$ cat config.mk
export PLATFORM = sky130hd
export DESIGN_NAME = iq_sample_packer
export DESIGN_NICKNAME = d
export VERILOG_FILES = /design/src/rtl/iq_sample_packer.sv
export SDC_FILE = /design/constraint.sdc
export NUM_CORES = 1
export LEC_CHECK = 0
export CAP_MARGIN = 10
export CORE_MARGIN = 10
export CORE_UTILIZATION = 44
export CTS_CLUSTER_DIAMETER = 80
export DETAILED_ROUTE_END_ITERATION = 10
export GPL_TIMING_DRIVEN = 0
export PLACE_DENSITY = 0.71
export RECOVER_POWER = 50
export SLEW_MARGIN = 20
export SYNTH_ARGS = -nofsm -noshare
export SYNTH_HDL_FRONTEND = slang
export SYNTH_SLANG_ARGS = --single-unit
$ cat constraint.sdc
create_clock -name clk -period 5.2 [get_ports clk]
set_clock_uncertainty 0.05 [all_clocks]
set_input_delay 1.04 -clock clk [delete_from_list [all_inputs] [get_ports clk]]
set_output_delay 1.04 -clock clk [all_outputs]
set_load 0.05 [all_outputs]
$ cat src/rtl/iq_sample_packer.sv
// Packs I/Q sample pairs two-per-word into the A2F FIFO, with a header word every FRAME_WORDS data words.
// Latency: the second sample of a pair in cycle N gives a registered fifo_wr/fifo_wdata in cycle N+1.
// Backpressure: headers wait while fifo_afull=1; data words completing under fifo_afull=1 are dropped and counted.
//
// Ports:
//   clk, reset          clock and synchronous active-high reset
//   enable              streaming enable; low returns to IDLE and discards a half-built word
//   s_valid, s_i, s_q   one I/Q pair per cycle when s_valid=1
//   fifo_afull          FIFO has at most one free slot
//   fifo_wr, fifo_wdata registered write strobe and word to the FIFO
//   drop_cnt, overflow  saturating dropped-word count and sticky drop flag
//   ovf_clr             clears drop_cnt and overflow (a simultaneous drop wins)
//
// Header word layout: {8'hA5, ovf_pending, 7'b0, frame_cnt[15:0]}.
// FT_DATA_WIDTH must equal 4*SAMPLE_WIDTH; FRAME_WORDS must be at least 2.

module iq_sample_packer #(
    parameter int SAMPLE_WIDTH  = 8,
    parameter int FT_DATA_WIDTH = 32,
    parameter int FRAME_WORDS   = 256
) (
    input  logic                     clk,
    input  logic                     reset,
    input  logic                     enable,
    input  logic                     s_valid,
    input  logic [SAMPLE_WIDTH-1:0]  s_i,
    input  logic [SAMPLE_WIDTH-1:0]  s_q,
    input  logic                     fifo_afull,
    output logic                     fifo_wr,
    output logic [FT_DATA_WIDTH-1:0] fifo_wdata,
    output logic [15:0]              drop_cnt,
    output logic                     overflow,
    input  logic                     ovf_clr
);

    localparam int WCW = $clog2(FRAME_WORDS);
    localparam logic [WCW-1:0] LAST_WORD = WCW'(FRAME_WORDS - 1);

    typedef enum logic [1:0] {
        S_IDLE = 2'd0,
        S_HDR  = 2'd1,
        S_DATA = 2'd2
    } state_t;

    state_t                     state_q, state_d;
    logic [15:0]                frame_cnt_q, frame_cnt_d;
    logic [WCW-1:0]             word_cnt_q, word_cnt_d;
    logic                       half_q, half_d;
    logic [2*SAMPLE_WIDTH-1:0]  held_q, held_d;       // {q, i} of the first sample of a pair
    logic                       ovf_pending_q, ovf_pending_d;
    logic                       wr_q, wr_d;
    logic [FT_DATA_WIDTH-1:0]   wdata_q, wdata_d;
    logic [15:0]                drop_cnt_q, drop_cnt_d;
    logic                       overflow_q, overflow_d;
    logic                       drop_now;

    always_comb begin
        state_d       = state_q;
        frame_cnt_d   = frame_cnt_q;
        word_cnt_d    = word_cnt_q;
        half_d        = half_q;
        held_d        = held_q;
        ovf_pending_d = ovf_pending_q;
        wr_d          = 1'b0;
        wdata_d       = wdata_q;
        drop_cnt_d    = drop_cnt_q;
        overflow_d    = overflow_q;
        drop_now      = 1'b0;

        case (state_q)
            S_IDLE: begin
                half_d = 1'b0;
                if (enable) begin
                    state_d = S_HDR;
                end
            end

            S_HDR: begin
                // Samples arriving here are lost on purpose; the header owns this slot.
                if (!enable) begin
                    state_d = S_IDLE;
                end else if (!fifo_afull) begin
                    wr_d          = 1'b1;
                    wdata_d       = FT_DATA_WIDTH'({8'hA5, ovf_pending_q, 7'b0, frame_cnt_q});
                    frame_cnt_d   = frame_cnt_q + 16'd1;
                    ovf_pending_d = 1'b0;
                    word_cnt_d    = '0;
                    half_d        = 1'b0;
                    state_d       = S_DATA;
                end
            end

            S_DATA: begin
                if (!enable) begin
                    half_d  = 1'b0;
                    state_d = S_IDLE;
                end else if (s_valid) begin
                    if (!half_q) begin
                        held_d = {s_q, s_i};
                        half_d = 1'b1;
                    end else begin
                        // Word slot is consumed whether written or dropped, so the
                        // frame length stays fixed in sample time.
                        half_d     = 1'b0;
                        word_cnt_d = word_cnt_q + 1'b1;
                        if (fifo_afull) begin
                            drop_now      = 1'b1;
                            ovf_pending_d = 1'b1;
                        end else begin
                            wr_d    = 1'b1;
                            wdata_d = {s_q, s_i, held_q};
                        end
                        if (word_cnt_q == LAST_WORD) begin
                            state_d = S_HDR;
                        end
                    end
                end
            end

            default: begin
                state_d = S_IDLE;
            end
        endcase

        // A drop in the same cycle as a clear leaves a count of one.
        if (drop_now) begin
            overflow_d = 1'b1;
            if (ovf_clr) begin
                drop_cnt_d = 16'd1;
            end else if (drop_cnt_q != 16'hFFFF) begin
                drop_cnt_d = drop_cnt_q + 16'd1;
            end
        end else if (ovf_clr) begin
            overflow_d = 1'b0;
            drop_cnt_d = 16'd0;
        end
    end

    always_ff @(posedge clk) begin
        if (reset) begin
            state_q       <= S_IDLE;
            frame_cnt_q   <= 16'd0;
            word_cnt_q    <= '0;
            half_q        <= 1'b0;
            held_q        <= '0;
            ovf_pending_q <= 1'b0;
            wr_q          <= 1'b0;
            wdata_q       <= '0;
            drop_cnt_q    <= 16'd0;
            overflow_q    <= 1'b0;
        end else begin
            state_q       <= state_d;
            frame_cnt_q   <= frame_cnt_d;
            word_cnt_q    <= word_cnt_d;
            half_q        <= half_d;
            held_q        <= held_d;
            ovf_pending_q <= ovf_pending_d;
            wr_q          <= wr_d;
            wdata_q       <= wdata_d;
            drop_cnt_q    <= drop_cnt_d;
            overflow_q    <= overflow_d;
        end
    end

    assign fifo_wr    = wr_q;
    assign fifo_wdata = wdata_q;
    assign drop_cnt   = drop_cnt_q;
    assign overflow   = overflow_q;

endmodule
==> run metrics, run 1 <==
Max Slew Vio Count 0; Root Driver clkbuf_8; cells taking the most area after synthesis dfxtp_1 44%, nand2_1 6.8%, a21oi_1 5.9%, mux2i_1 5.2%, a211oi_1 3.4%; most frequent cell after synthesis dfxtp_1; critical path cell sequence dlygate4sd3_1, and4_1, clkbuf_1, a21oi_1, a2111oi_0, mux2i_1; worst skew pair latency 0.37 ns; gpl congestion 0.8862; CP endpoint drop_cnt[15]; VDD IR max 154.6 uV; Synth Warn # 0; post-synthesis mux area share 5.184%; status finished, final reports clean; H-tree depth 3; Setup crit start s_valid; # resized after CTS 0; fillers 879; Synth cell types 55; RSZ-0062 raised after global routing no; slowest CP cell dlygate4sd3_1; Min-Delay Startpoint fifo_wdata[30]; Post-Synth Simple-Gate Area 23.86%; TritonCTS buffer count 9; crit end category flop; Tcrit/Tclk final between 60 and 70%; total power per unit cell area 269.9 nW/um2; Die ar. between 10000 and 15000 um2; FP Rows 35; GR Util All Layers 16.19%; Initial Util 45.54%; Initial DRC Count roughly 330; Max Clk Rate 0.3044 GHz; Crit Reg-Reg Endpoint drop_cnt[15]; clock tree sinks 94; setup TNS 0 ns; design area 5279 um2; ANT cells 0; Detailed Route WL 11.35 mm; FFs w/ async S/R, synth 0%; sequential fraction of the synthesis area 44.30%; largest net degree at the start of global routing 19; drt first pass iters 5; Synth Area in Compound Gates between 10% and 20%; Max Cap Viol 0; Post-synth EDFFs 0; DP HPWL about 8.6 mm; area share of the largest cell type after synthesis 44.30%; Setup violations, final 0; Critical Path RT about 5.5 ns; CP startpoint kind input port; Reg2Reg Depth 7; DR vias 3935; quantity of hold-fixing buffers added after cts 0; Fin. Hold Viols 0; Syn Std Cell Area 4248 um2; Hold Crit Depth 2; WS Path Type input port to flop; Residual DRC 0; reg-to-reg setup timing slack 2.68 ns; Via-to-Cell Ratio 5.527; Synth Area in Adders 2.356%; Critical Path AT 3.53 ns; initial antenna violation count 0; P_leak 1.744 nW; IO Count 72; Avg WL per Cell 15.94 um; Main synth FF type dfxtp_1; final worst path period need 3.285 ns; Die H 118.3 um; cell accounting for the most synthesized area dfxtp_1; Post-DRT Antenna Nets 0; placed cell areas 5110 um2; first-pass GRT wire length 19.42 mm; relative slew slack 37.80%; maximum fanout along the worst path 10; DIE WIDTH 118.3 um; layout cells sized above 1 4.974%; Area Overhead vs Synth 24.27%; post-synth net total 527; worst r2r src state_q[0]; Post-Syn Instances between 400 and 500; GR Overflow Total 0; worst min path class flop to flop; Worst path max stage delay approximately 0.7 ns; nets 608; core box area 9328 um2; largest family of logic cells by synthesized area simple AND/OR/NAND/NOR gates; Slew @ Worst Pin 0.9232 ns; most frequent cells after synthesis 94 x dfxtp_1, 77 x nand2_1, 50 x a21oi_1; CTS tree built; Post-Syn Area per Cell 8.547 um2; CTS max path bufs 2; vias in the first global route 3891; IO Port Bufs 70; setup bufs post-CTS 0; Worst-path clk slew 0.11 ns; post-synthesis sequential element count 94; xor and xnor area share after synthesis 3.299%
-- per-stage QoR --
step                setup slack, ns  instances  total power [mW]  hold WS [ns]  util [%]
finish                        1.915        712             1.425        0.4137     56.59
global route                  1.676        712             1.480        0.4289     56.59
CTS                           2.313        712             1.436        0.4133     57.05
detailed placement            1.936        696            0.9248        0.3990     54.78
global placement              1.965        696            0.9221        0.3893     54.78
floorplan                     2.806        497            0.8599        0.3860         -
-- cells by family after synthesis --
| logic type | Yosys count |
|---|---|
| simple gates | 203 |
| xor+xnor | 16 |
| mux | 22 |
| compound gates | 116 |
| fa+ha+maj | 8 |
| buf+inv | 38 |
| flops | 94 |
-- metal layers --
layer,track usage (%),share of wire [%],routed length [um],vias to the layer above
li1,-,-,-,1946
met5,0,0,0,-
met2,24.90,44,4942,111
met3,4.569,6.7,761,14
met4,4.791,1.5,168,0
met1,21.48,48,5476,1864
-- how the worst min path moves through the flow --
stage                     end  slack (ns)
3_3_place_gp   fifo_wdata[21]        0.39
5_1_grt            held_q[10]        0.43
2_1_floorplan       held_q[0]        0.39
3_5_place_dp   fifo_wdata[25]        0.40
4_1_cts            held_q[10]        0.41
6_report       fifo_wdata[30]        0.41
-- registers in the layout (all words and copies together) (netlist names) --
signal         cells
drop_cnt          16
word_cnt_q         8
state_q            2
held_q            16
fifo_wdata        32
frame_cnt_q       16
half_q             1
ovf_pending_q      1
fifo_wr            1
overflow           1
-- layout by cell type (no fill, tap or decap), types with 6 or more instances in the layout --
| cell | count |
|---|---|
| and3_1 | 6 |
| or4_1 | 6 |
| clkdlybuf4s50_1 | 53 |
| dfxtp_1 | 94 |
| nand2_1 | 77 |
| nand3_1 | 27 |
| nand4_1 | 15 |
| or3_1 | 10 |
| nor2_1 | 35 |
| mux2i_1 | 22 |
| clkbuf_1 | 19 |
| a211oi_1 | 19 |
| xor2_1 | 14 |
| and4_1 | 6 |
| clkbuf_8 | 9 |
| buf_2 | 6 |
| inv_1 | 11 |
| dlygate4sd3_1 | 17 |
| o21ai_0 | 19 |
| ha_1 | 8 |
| a21oi_1 | 51 |
-- area by class of cell --
cell class	instances	area (um2)	share of cell area (%)
Multi-Input combinational cell	365	2173	41.17
Clock buffer	9	123.9	2.347
Clock inverter	7	87.58	1.659
Sequential cell	94	1882	35.65
Tap cell	129	161.4	3.058
Inverter	11	41.29	0.7822
Timing Repair Buffer	70	700.7	13.27
Buffer	27	108.9	2.062
-- where the power goes --
| part | leakage [nW] | total, mW | internal [mW] | switching, mW |
|---|---|---|---|---|
| Combinational | 0.878 | 0.163 | 0.0552 | 0.108 |
| Clock | 0.108 | 0.519 | 0.233 | 0.286 |
| Sequential | 0.759 | 0.742 | 0.733 | 0.00905 |
| Total | 1.74 | 1.42 | 1.02 | 0.403 |
-- critical path: cells and delay by family --
| family | cells | cell delay [ns] |
|---|---|---|
| AOI/OAI and AO/OA | 2 | 1.01 |
| and+or+nand+nor | 1 | 0.23 |
| muxes | 1 | 0.24 |
| buffers and inverters | 2 | 1.01 |
Note: power is estimated with default switching activity, not from simulation.
==> inputs of run 2 (changes only) <==
Settings changed: PLACE_DENSITY 0.71 to 0.74.
Clock period 5.2 ns to 2.7 ns, I/O delays scaled along.
==> run metrics, run 2 (synthesized netlist as in run 1, its figures left out) <==
Tcrit/Tclk final 93.13%; final worst path period need 2.515 ns; Max Clk Rate 0.3977 GHz; most frequent cells in the layout 94 x dfxtp_1, 77 x nand2_1, 51 x a21oi_1, 37 x dlygate4sd3_1, 35 x nor2_1; worst r2r src state_q[0]; Hold Crit Depth 2; worst hold slack 0.4070 ns; Post-DRT Antenna Nets 0; VDD IR max 231.2 uV; quantity of hold-fixing buffers added after cts 0; Crit path max-delay family compound AO/OA/AOI/OAI gates; CTS tree built; Comb power frac 11.8%; Seq pwr share 53.9%; H-tree depth 3; Internal around 1.9 mW; Setup WS post-layout 0.1854 ns; placed cell areas 5110 um2; Critical Path RT 2.95 ns; largest net degree at the start of global routing 18; P_leak about 1.8 nW; Initial Util 45.54%; IO Port Bufs 70; Fin. Hold Viols 0; DR vias 3963; relative slew slack 37.85%; P_sw 762.8 uW; IO Count between 70 and 80; Max Cap Viol 0; total power per unit cell area 501.7 nW/um2; Worst-path clk slew 0.10 ns; Setup violations, final 0; FP Rows 35; Residual DRC 0; Initial DRC Count 229; Detailed Route WL 11.50 mm; Die ar. roughly 14000 um2; initial antenna violation count 0; Die H 118.3 um; ANT cells 0; worst hold endpoint fifo_wdata[22]; commonest non-fill, non-tap cell in the layout dfxtp_1; CP bufs+invs 2; vias in the first global route ~3800; core box area 9328 um2; clock tree sinks 94; Root Driver clkbuf_8; reg-to-reg setup timing slack 0.29 ns; GR Overflow Total 0; maximum fanout along the worst path 10; drt first pass iters 5; Crit Reg-Reg Endpoint held_q[8]; WS Path Type input port to flop; Critical Path AT 2.77 ns; switching fraction of total power 28.75%; gpl congestion 0.8779; slowest CP cell dlygate4sd3_1; Slew @ Worst Pin 0.9252 ns; clock share of power 34.4%; crit end category flop; Via-to-Cell Ratio 5.566; # resized after CTS 0; critical path cell sequence dlygate4sd3_1, and4_1, buf_6, a21oi_1, a2111oi_0, mux2i_1; setup bufs post-CTS 0; CTS max path bufs 2; Area Overhead vs Synth 24.48%; TritonCTS buffer count 9; worst skew pair latency 0.36 ns; Placement Setup Slack -0.01473 ns; Reg2Reg Depth 8; Setup crit start s_valid; design area ~5300 um2; GR Util All Layers 16.14%; first-pass GRT wire length 19.35 mm; layout cells sized above 1 5.832%; DP HPWL 8.723 mm; max FFs per register 32; DIE WIDTH around 120 um; Worst path max stage delay 0.69 ns; status finished, final reports clean; Avg WL per Cell 16.14 um; nets approximately 610; Min-Delay Startpoint fifo_wdata[22]; Max Slew Vio Count 0; RSZ-0062 raised after global routing no; total chip power 2.653 mW; CP startpoint kind input port; worst min path class flop to flop
==> run 2: worst reg2reg max path, stage by stage, from the launching register on <==
cell	delay, ns
dfxtp_1	0.37
inv_1	0.10
ha_1	0.18
buf_2	0.21
nand2_1	0.14
nor3b_1	0.62
clkbuf_1	0.43
nand2_1	0.11
a21oi_1	0.13
==> run 2: routing by layer <==
| layer | vias up | routed length [um] | global-route usage [%] |
|---|---|---|---|
| met5 | - | 0 | 0 |
| met4 | 0 | 180 | 5.951 |
| met3 | 14 | 662 | 3.427 |
| met2 | 110 | 5219 | 25.35 |
| met1 | 1887 | 5432 | 21.24 |
| li1 | 1952 | - | - |
==> run 2: worst max path at each step <==
stage                endpoint  slack (ns)  cells after the start
3_5_place_dp   fifo_wdata[29]       -0.01                      6
2_1_floorplan    drop_cnt[14]        0.54                      5
3_3_place_gp   fifo_wdata[29]       -0.03                      6
6_report         drop_cnt[15]        0.19                      6
5_1_grt             held_q[5]        0.04                      8
4_1_cts        fifo_wdata[29]        0.22                      8
==> run 2: through the flow <==
stage	utilization (%)	TNS (ns)	cells
after floorplan	-	0	497
after global placement	54.78	-0.07731	696
after detailed placement	54.78	-0.02574	696
after CTS	56.81	0	712
after global routing	56.69	0	712
final	56.69	0	712
==> run 2: cell type report <==
class / instances / area (um2)
Buffer: 27 / 135.1
Clock buffer: 10 / 137.6
Clock inverter: 6 / 51.30
Fill cell: 881 / 4040
Inverter: 11 / 41.29
Multi-Input combinational cell: 365 / 2178
Sequential cell: 94 / 1882
Tap cell: 129 / 161.4
Timing Repair Buffer: 70 / 700.7
==> run 2: power groups by stage <==
stage / Combinational (mW) / Clock [mW] / Sequential (mW)
after floorplan: 0.126 / 0 / 1.53
after global placement: 0.314 / 0 / 1.46
after detailed placement: 0.320 / 0 / 1.46
after CTS: 0.321 / 0.920 / 1.43
after global routing: 0.338 / 0.976 / 1.43
final: 0.313 / 0.911 / 1.43
==> inputs of run 3 (changes only) <==
Settings changed: CORE_MARGIN 10 to default, PLACE_DENSITY 0.74 to default, PLACE_DENSITY_LB_ADDON from default to 0.1.
==> run metrics, run 3 (synthesized netlist as in run 1, its figures left out) <==
Via-to-Cell Ratio roughly 5.4; CTS max path bufs 2; relative slew slack 42.26%; Worst-path clk slew roughly 0.090 ns; total chip power 2.744 mW; worst skew pair latency approximately 0.37 ns; Tcrit/Tclk final 88.65%; Crit path max-delay family simple AND/OR/NAND/NOR gates; quantity of hold-fixing buffers added after cts 0; Initial DRC Count 168; Placement Setup Slack -0.1623 ns; Post-DRT Antenna Nets 0; vias in the first global route 3543; core box area 9284 um2; nets 608; layout cells sized above 1 6.175%; Die H 100.3 um; GR Util All Layers 22.04%; TritonCTS buffer count 9; Detailed Route WL 10.75 mm; max FFs per register 32; drt first pass iters 4; worst hold slack between 0.4 and 0.5 ns; Worst path max stage delay 0.60 ns; Max Slew Vio Count 0; setup bufs post-CTS 0; first-pass GRT wire length 17.49 mm; # resized after CTS 0; Fin. Hold Viols 0; IO Port Bufs 70; DIE WIDTH 100.3 um; Root Driver clkbuf_8; clock tree sinks 94; CP bufs+invs 2; critical path cell sequence dlygate4sd3_1, and3b_1, clkbuf_1, nand4_1, or4_1, a21oi_1; fillers 894; post-placement cell count 696; commonest non-fill, non-tap cell in the layout dfxtp_1; total power per unit cell area 516.0 nW/um2; VDD IR max 326.2 uV; RSZ-0062 raised after global routing no; CP startpoint kind input port; final worst path period need 2.394 ns; FP Rows 35; Max Clk Rate ~0.42 GHz; setup TNS 0 ns; crit end category flop; worst min path class flop to flop; placed cell areas a little over 5000 um2; Min-Delay Startpoint fifo_wdata[18]; DR vias 3844; Residual DRC 0; P_leak 1.827 nW; maximum fanout along the worst path 9; GR Overflow Total 0; most frequent cells in the layout 94 x dfxtp_1, 77 x nand2_1, 50 x a21oi_1; Avg WL per Cell around 15 um; Area Overhead vs Synth 25.18%; gpl congestion around 0.86; Setup violations, final 0; Critical Path AT roughly 2.6 ns; slowest CP cell dlygate4sd3_1; Setup WS post-layout 0.3063 ns; final cell count without fillers roughly 710; WS Path Type input port to flop; Die ar. 10050 um2; Critical Path RT 2.94 ns; Slew @ Worst Pin 0.8594 ns; initial antenna violation count 0; design area 5318 um2; CTS tree built; largest net degree at the start of global routing 19; Initial Util between 40% and 50%; status finished, final reports clean; Setup crit start fifo_afull; Final Util 57.28%; worst r2r src state_q[1]; IO Count 72; Max Cap Viol 0; ANT cells 0; H-tree depth 3; DP HPWL between 7 and 8 mm
## run 3: changes by cell type in the layout (fill, tap and decap cells not counted), sizes merged
cell | before | now
buf | 12 | 9
clkbuf | 25 | 27
clkdlybuf4s50 | 33 | 35
clkinvlp | 3 | 1
dlygate4sd3 | 37 | 35
inv | 14 | 16
bufinv | 0 | 1
## run 3: layout make-up
type / instances / area, um2 / area share, %
clock buffers: 9 / 123.9 / 2.329
plain buffers: 27 / 135.1 / 2.541
repair buffers: 70 / 700.7 / 13.18
flip-flops and latches: 94 / 1882 / 35.39
well taps: 129 / 161.4 / 3.035
inverters: 11 / 41.29 / 0.7765
multi-input cells: 365 / 2187 / 41.13
clock inverters: 7 / 86.33 / 1.624
## run 3: power breakdown
part / switching (mW) / internal (mW)
combinational: 0.205 / 0.105
clock: 0.554 / 0.451
sequential: 0.0168 / 1.41
## run 3: path summary, 6_finish.rpt
| kind | endpoint | slack [ns] | cells past startpoint |
|---|---|---|---|
| max | frame_cnt_q[15] | 0.31 | 6 |
| min | fifo_wdata[18] | 0.41 | 2 |
| max reg2reg | frame_cnt_q[15] | 0.36 | 7 |
| min reg2reg | fifo_wdata[18] | 0.41 | 2 |
## run 3: metal layers
layer / GRT usage (%) / routed length [um]
met2: 32.77 / 4690
met3: 4.318 / 501
met4: 6.355 / 103
met1: 32.25 / 5450
met5: 0 / 0
## run 3: worst min-delay path: cells and delay by family (launching register included)
kind	cells	cell delay, ns
AND/OR/NAND/NOR	1	0.05
flip-flops	1	0.31
AO/OA/AOI/OAI	1	0.05
